File: src/rtl/mmio_front_end.sv
// MMIO front end: registers PSL requests, checks odd parity, serves problem-state registers
// locally and forwards config reads to the descriptor responder.

// PSL numbers bits big-endian; here vectors are [N-1:0], so PSL address[23] is address[0].
typedef struct packed {
    logic        valid;
    logic        cfg;
    logic        read;
    logic        doubleword;
    logic [23:0] address;
    logic        address_parity;
    logic [63:0] data;
    logic        data_parity;
} MMIOInterfaceInput;

typedef struct packed {
    logic        ack;
    logic [63:0] data;
    logic        data_parity;
} MMIOInterfaceOutput;

module mmio_front_end #(
    parameter int unsigned NUM_REGS    = 8,
    parameter int unsigned CFG_TIMEOUT = 64
) (
    input  logic                   clock,
    input  logic                   reset,
    input  MMIOInterfaceInput      mmio_in,
    output MMIOInterfaceOutput     mmio_out,
    output MMIOInterfaceInput      cfg_req,
    input  MMIOInterfaceOutput     cfg_rsp,
    input  logic [63:0]            status_in,
    output logic [NUM_REGS*64-1:0] regs_out,
    output logic [2:0]             error
);

    localparam int unsigned CntW = $clog2(CFG_TIMEOUT + 1);
    localparam logic [CntW-1:0] CntMax = CntW'(CFG_TIMEOUT);
    localparam logic [22:0] StatusIdx = 23'(NUM_REGS);

    typedef enum logic [1:0] {
        StIdle,
        StCapture,
        StCfgWait,
        StRespond
    } state_e;

    state_e                 state_q, state_d;
    MMIOInterfaceInput      req_q, req_d;
    MMIOInterfaceInput      cfg_req_q, cfg_req_d;
    logic                   ack_q, ack_d;
    logic [63:0]            rdata_q, rdata_d;
    logic [NUM_REGS*64-1:0] regs_q, regs_d;
    logic [2:0]             err_q, err_d;
    logic [CntW-1:0]        cnt_q, cnt_d;

    logic        addr_ok;
    logic        data_ok;
    logic [22:0] dw_idx;
    logic        word_lo;
    logic [63:0] sel_dw;
    logic [31:0] sel_word;
    logic [63:0] local_rdata;
    logic        unused_rsp_parity;

    assign unused_rsp_parity = cfg_rsp.data_parity;

    assign addr_ok = ^{req_q.address, req_q.address_parity};
    assign data_ok = ^{req_q.data, req_q.data_parity};
    assign dw_idx  = req_q.address[23:1];
    assign word_lo = req_q.address[0];

    always_comb begin
        sel_dw = '0;
        for (int unsigned i = 0; i < NUM_REGS; i++) begin
            if (dw_idx == 23'(i)) begin
                sel_dw = regs_q[i*64 +: 64];
            end
        end
        if (dw_idx == StatusIdx) begin
            sel_dw = status_in;
        end
        sel_word    = word_lo ? sel_dw[31:0] : sel_dw[63:32];
        local_rdata = req_q.doubleword ? sel_dw : {sel_word, sel_word};
    end

    always_comb begin
        state_d   = state_q;
        req_d     = req_q;
        cfg_req_d = '0;
        ack_d     = 1'b0;
        rdata_d   = '0;
        regs_d    = regs_q;
        err_d     = err_q;
        cnt_d     = '0;

        // Only IDLE accepts requests; anything arriving later is a protocol violation.
        if (mmio_in.valid && state_q != StIdle) begin
            err_d[2] = 1'b1;
        end

        unique case (state_q)
            StIdle: begin
                if (mmio_in.valid) begin
                    req_d   = mmio_in;
                    state_d = StCapture;
                end
            end
            StCapture: begin
                if (!req_q.read && !data_ok) begin
                    err_d[1] = 1'b1;
                end
                if (!addr_ok) begin
                    err_d[0] = 1'b1;
                    ack_d    = 1'b1;
                    rdata_d  = req_q.read ? '1 : '0;
                    state_d  = StRespond;
                end else if (req_q.cfg && req_q.read) begin
                    cfg_req_d       = req_q;
                    cfg_req_d.valid = 1'b1;
                    state_d         = StCfgWait;
                end else begin
                    ack_d   = 1'b1;
                    state_d = StRespond;
                    if (req_q.read) begin
                        rdata_d = local_rdata;
                    end else if (!req_q.cfg && data_ok) begin
                        for (int unsigned i = 0; i < NUM_REGS; i++) begin
                            if (dw_idx == 23'(i)) begin
                                if (req_q.doubleword) begin
                                    regs_d[i*64 +: 64] = req_q.data;
                                end else if (word_lo) begin
                                    regs_d[i*64 +: 32] = req_q.data[31:0];
                                end else begin
                                    regs_d[i*64+32 +: 32] = req_q.data[63:32];
                                end
                            end
                        end
                    end
                end
            end
            StCfgWait: begin
                if (cfg_rsp.ack) begin
                    ack_d   = 1'b1;
                    rdata_d = cfg_rsp.data;
                    state_d = StRespond;
                end else if (cnt_q == CntMax) begin
                    ack_d    = 1'b1;
                    rdata_d  = '1;
                    err_d[2] = 1'b1;
                    state_d  = StRespond;
                end else begin
                    cnt_d = cnt_q + 1'b1;
                end
            end
            StRespond: begin
                state_d = StIdle;
            end
            default: begin
                state_d = StIdle;
            end
        endcase
    end

    always_ff @(posedge clock or posedge reset) begin
        if (reset) begin
            state_q   <= StIdle;
            req_q     <= '0;
            cfg_req_q <= '0;
            ack_q     <= 1'b0;
            rdata_q   <= '0;
            regs_q    <= '0;
            err_q     <= '0;
            cnt_q     <= '0;
        end else begin
            state_q   <= state_d;
            req_q     <= req_d;
            cfg_req_q <= cfg_req_d;
            ack_q     <= ack_d;
            rdata_q   <= rdata_d;
            regs_q    <= regs_d;
            err_q     <= err_d;
            cnt_q     <= cnt_d;
        end
    end

    assign mmio_out.ack         = ack_q;
    assign mmio_out.data        = rdata_q;
    assign mmio_out.data_parity = ~^rdata_q;
    assign cfg_req              = cfg_req_q;
    assign regs_out             = regs_q;
    assign error                = err_q;

endmodule
File: config.mk
export PLATFORM = sky130hd
export DESIGN_NAME = mmio_front_end
export DESIGN_NICKNAME = d
export VERILOG_FILES = /design/src/rtl/mmio_front_end.sv
export SDC_FILE = /design/constraint.sdc
export NUM_CORES = 2
export LEC_CHECK = 0
export ABC_AREA = 1
export CELL_PAD_IN_SITES_DETAIL_PLACEMENT = 1
export CELL_PAD_IN_SITES_GLOBAL_PLACEMENT = 1
export CORE_AREA = 4 4 344 346
export CTS_CLUSTER_DIAMETER = 80
export DETAILED_ROUTE_END_ITERATION = 16
export DIE_AREA = 0 0 348 350
export HOLD_SLACK_MARGIN = 0.08
export PLACE_DENSITY = 0.75
export SKIP_CTS_REPAIR_TIMING = 1
export SLEW_MARGIN = 20
export SYNTH_ARGS = -nofsm -noshare
export SYNTH_HDL_FRONTEND = slang
export SYNTH_SLANG_ARGS = --single-unit
File: constraint.sdc
create_clock -name clock -period 35.8 [get_ports clock]
set_clock_uncertainty 0.2 [all_clocks]
set_input_delay 5.37 -clock clock [delete_from_list [all_inputs] [get_ports clock]]
set_output_delay 5.37 -clock clock [all_outputs]
set_load 0.01 [all_outputs]
==> flow_metrics.tcl <==
set metrics [dict create \
    die_y_um 350 \
    p_int_w 0.002137 \
    layout-drive-gt1-share 0.05574 \
    avgSynthCellArea_um2 7.434 \
    required_ps 36360 \
    ant_nets 0 \
    cts_made_buffers 94 \
    startpoint_type "input port" \
    worst_pin_slew_ps 1127 \
    io_buffers 899 \
    pwr-share-clk 0.235 \
    fin_crit_ps 9191 \
    critical-path-max-stage-delay_ps 860 \
    crit_path_end_kind "async pin" \
    max_freq_mhz 108.8 \
    ys_ff_latch 776 \
    synthToLayoutAreaGrowth_pct 32.82 \
    slowest_stage "buf_4" \
    drt_first_pass_iters 5 \
    ys_types 34 \
    p_comb_frac 0.506 \
    whs_ps 262.2 \
    final_cells 7656 \
    async_reset_ff_frac 1.000 \
    route.vias.total 41750 \
    synth_cells 5382 \
    seqPwrFrac 0.260 \
    clk_latency_ps 710 \
    grt_use_total 0.3439 \
    status "complete, no violations" \
    seq_area_frac_synth 0.4854 \
    initial_core_util 0.3466 \
    drt_iter0_markers 3559 \
    wl_per_cell_um 28.19 \
    slew_headroom 0.2474 \
    setup_violations 0 \
    synth_common_cells "nand2_1, dfrtp_1, o21ai_0" \
    clk_path_buf_depth 3 \
    drc 0 \
    ios 901 \
    cts.sinks 776 \
    die_w_um 348 \
    grt_start_max_net_pins 152 \
    finalHoldViolations 0 \
    p_total_w 0.004305 \
    cts_tree "built" \
    cts_root_buffer "clkbuf_16" \
    nNetsFinal 6287 \
    p_leak_nw 25.69 \
    slew_violations 0 \
    synth_top_area_frac 0.4854 \
    gr-total-overflow 0 \
    clkTransAtPathRegs_ps 60 \
    hold_path_class "reg -> reg" \
    gp_congestion 0.9415 \
    grt_pass1_vias 42040 \
    wl_um 215800 \
    p_per_area_mw_per_mm2 81.01 \
    yosysMostFrequentCell "nand2_1" \
    synthFlopType "dfrtp_1" \
    rsz0062_at_grt "false" \
    switching_share 0.5035 \
    p_sw_w 0.002167 \
    die_area_mm2 0.1218 \
    post-route-period-util 0.2567 \
    arrival_ps 9750 \
    synth_nets 5629 \
    crit_fanout 151 \
    synth_area_mm2 0.04001 \
    reg2reg_slack_ps 29860 \
    drv_cap 0 \
    placeableCoreArea_mm2 0.1154 \
    tns_ps 0 \
    htreeDepth 3 \
    critical_path_class "in -> async" \
    ys_warn_count 0 \
    synth_top_cell_by_area "dfrtp_1" \
    grt_pass1_wl_um 305600 \
    grt_antenna_before_repair 21 \
    num_rows 125 \
    vias_per_cell 5.454 \
    post-dp-hpwl_um 153300 \
    max-vdd-ir-drop_mv 0.1930 \
    synth_edf_count 0 \
    cp_common_cell "buf_4" \
    fin_util 0.4604 \
    ys_top_cells_by_area "dfrtp_1, nand2_1, o21ai_0" \
    path_cells "clkdlybuf4s50_1 -> inv_8 -> buf_4 -> buf_12 -> buf_4 -> buf_4" \
    dp.cells 7468 \
]
worst paths after layout:
path | from | depth (start not counted) | to
hold reg to reg | error[0] | 2 | error[0]
hold / removal | error[0] | 2 | error[0]
min in group asynchronous | reset | 2 | cfg_req[41]
setup reg to reg | dw_idx[11] | 21 | rdata_q[14]
max in group clock | rdata_q[26] | 7 | mmio_out[0]
setup / recovery | reset | 6 | cfg_req[13]
routing by layer:
| layer | track usage | part of all wire |
|---|---|---|
| met1 | 0.4122 | 0.38 |
| met2 | 0.5600 | 0.47 |
| met3 | 0.08154 | 0.079 |
| met4 | 0.2143 | 0.072 |
| met5 | 0 | 0.00014 |
power groups by stage:
stage,Combinational [W],Clock (W),Sequential (W)
6_report,0.00218,0.00101,0.00112
5_1_grt,0.00236,0.00106,0.00112
4_1_cts,0.00216,0.00102,0.00111
3_5_place_dp,0.00215,0,0.00113
3_3_place_gp,0.00212,0,0.00113
2_1_floorplan,0.00147,0,0.00102
cells in the final DEF (no fill, tap or decap), types with 20 or more instances in the layout:
cell,n
o21ai_0,622
or2_2,50
nand4_1,25
clkbuf_16,94
clkdlybuf4s50_1,899
xor2_1,23
buf_4,89
nand3_1,355
nand2_1,1802
ha_1,21
nor2_1,261
xnor2_1,113
clkbuf_1,24
inv_1,381
o21ai_1,55
clkinv_2,20
a21oi_1,394
dfrtp_1,775
area by class of cell:
cell class                      instances  area (um2)
Multi-Input combinational cell       3780       17350
Clock inverter                         37       495.5
Inverter                              397        1504
Clock buffer                          137        2704
Fill cell                           14060       62290
Antenna cell                           14       35.03
Timing Repair Buffer                  991        9727
Tap cell                             1524        1907
Sequential cell                       776       19420
worst max-delay path: cells and delay by family:
family	cells	cell delay [ps]
buffers and inverters	6	3960
metrics by stage:
stage	setup WS, ps	area (um2)
3_5_place_dp	25780	49900
4_1_cts	26540	53100
2_1_floorplan	8445	40010
3_3_place_gp	25800	49860
5_1_grt	26070	53130
6_report	26610	53140
cells by family after synthesis:
kind of cell	after synthesis	synth area share
compound gates	1074	0.1345
buf+inv	826	0.08550
simple gates	2549	0.2583
xor+xnor	136	0.02977
fa+ha+maj	21	0.006568
flops	776	0.4854
state kept, by name (all words and copies together), names as in the netlist:
name	cells
rdata_q	64
error	3
req_q	70
dw_idx	23
regs_out	512
state_q	2
cfg_req	94
ack_q	1
cnt_q	7
No activity file was read; power rests on OpenSTA's default activity.
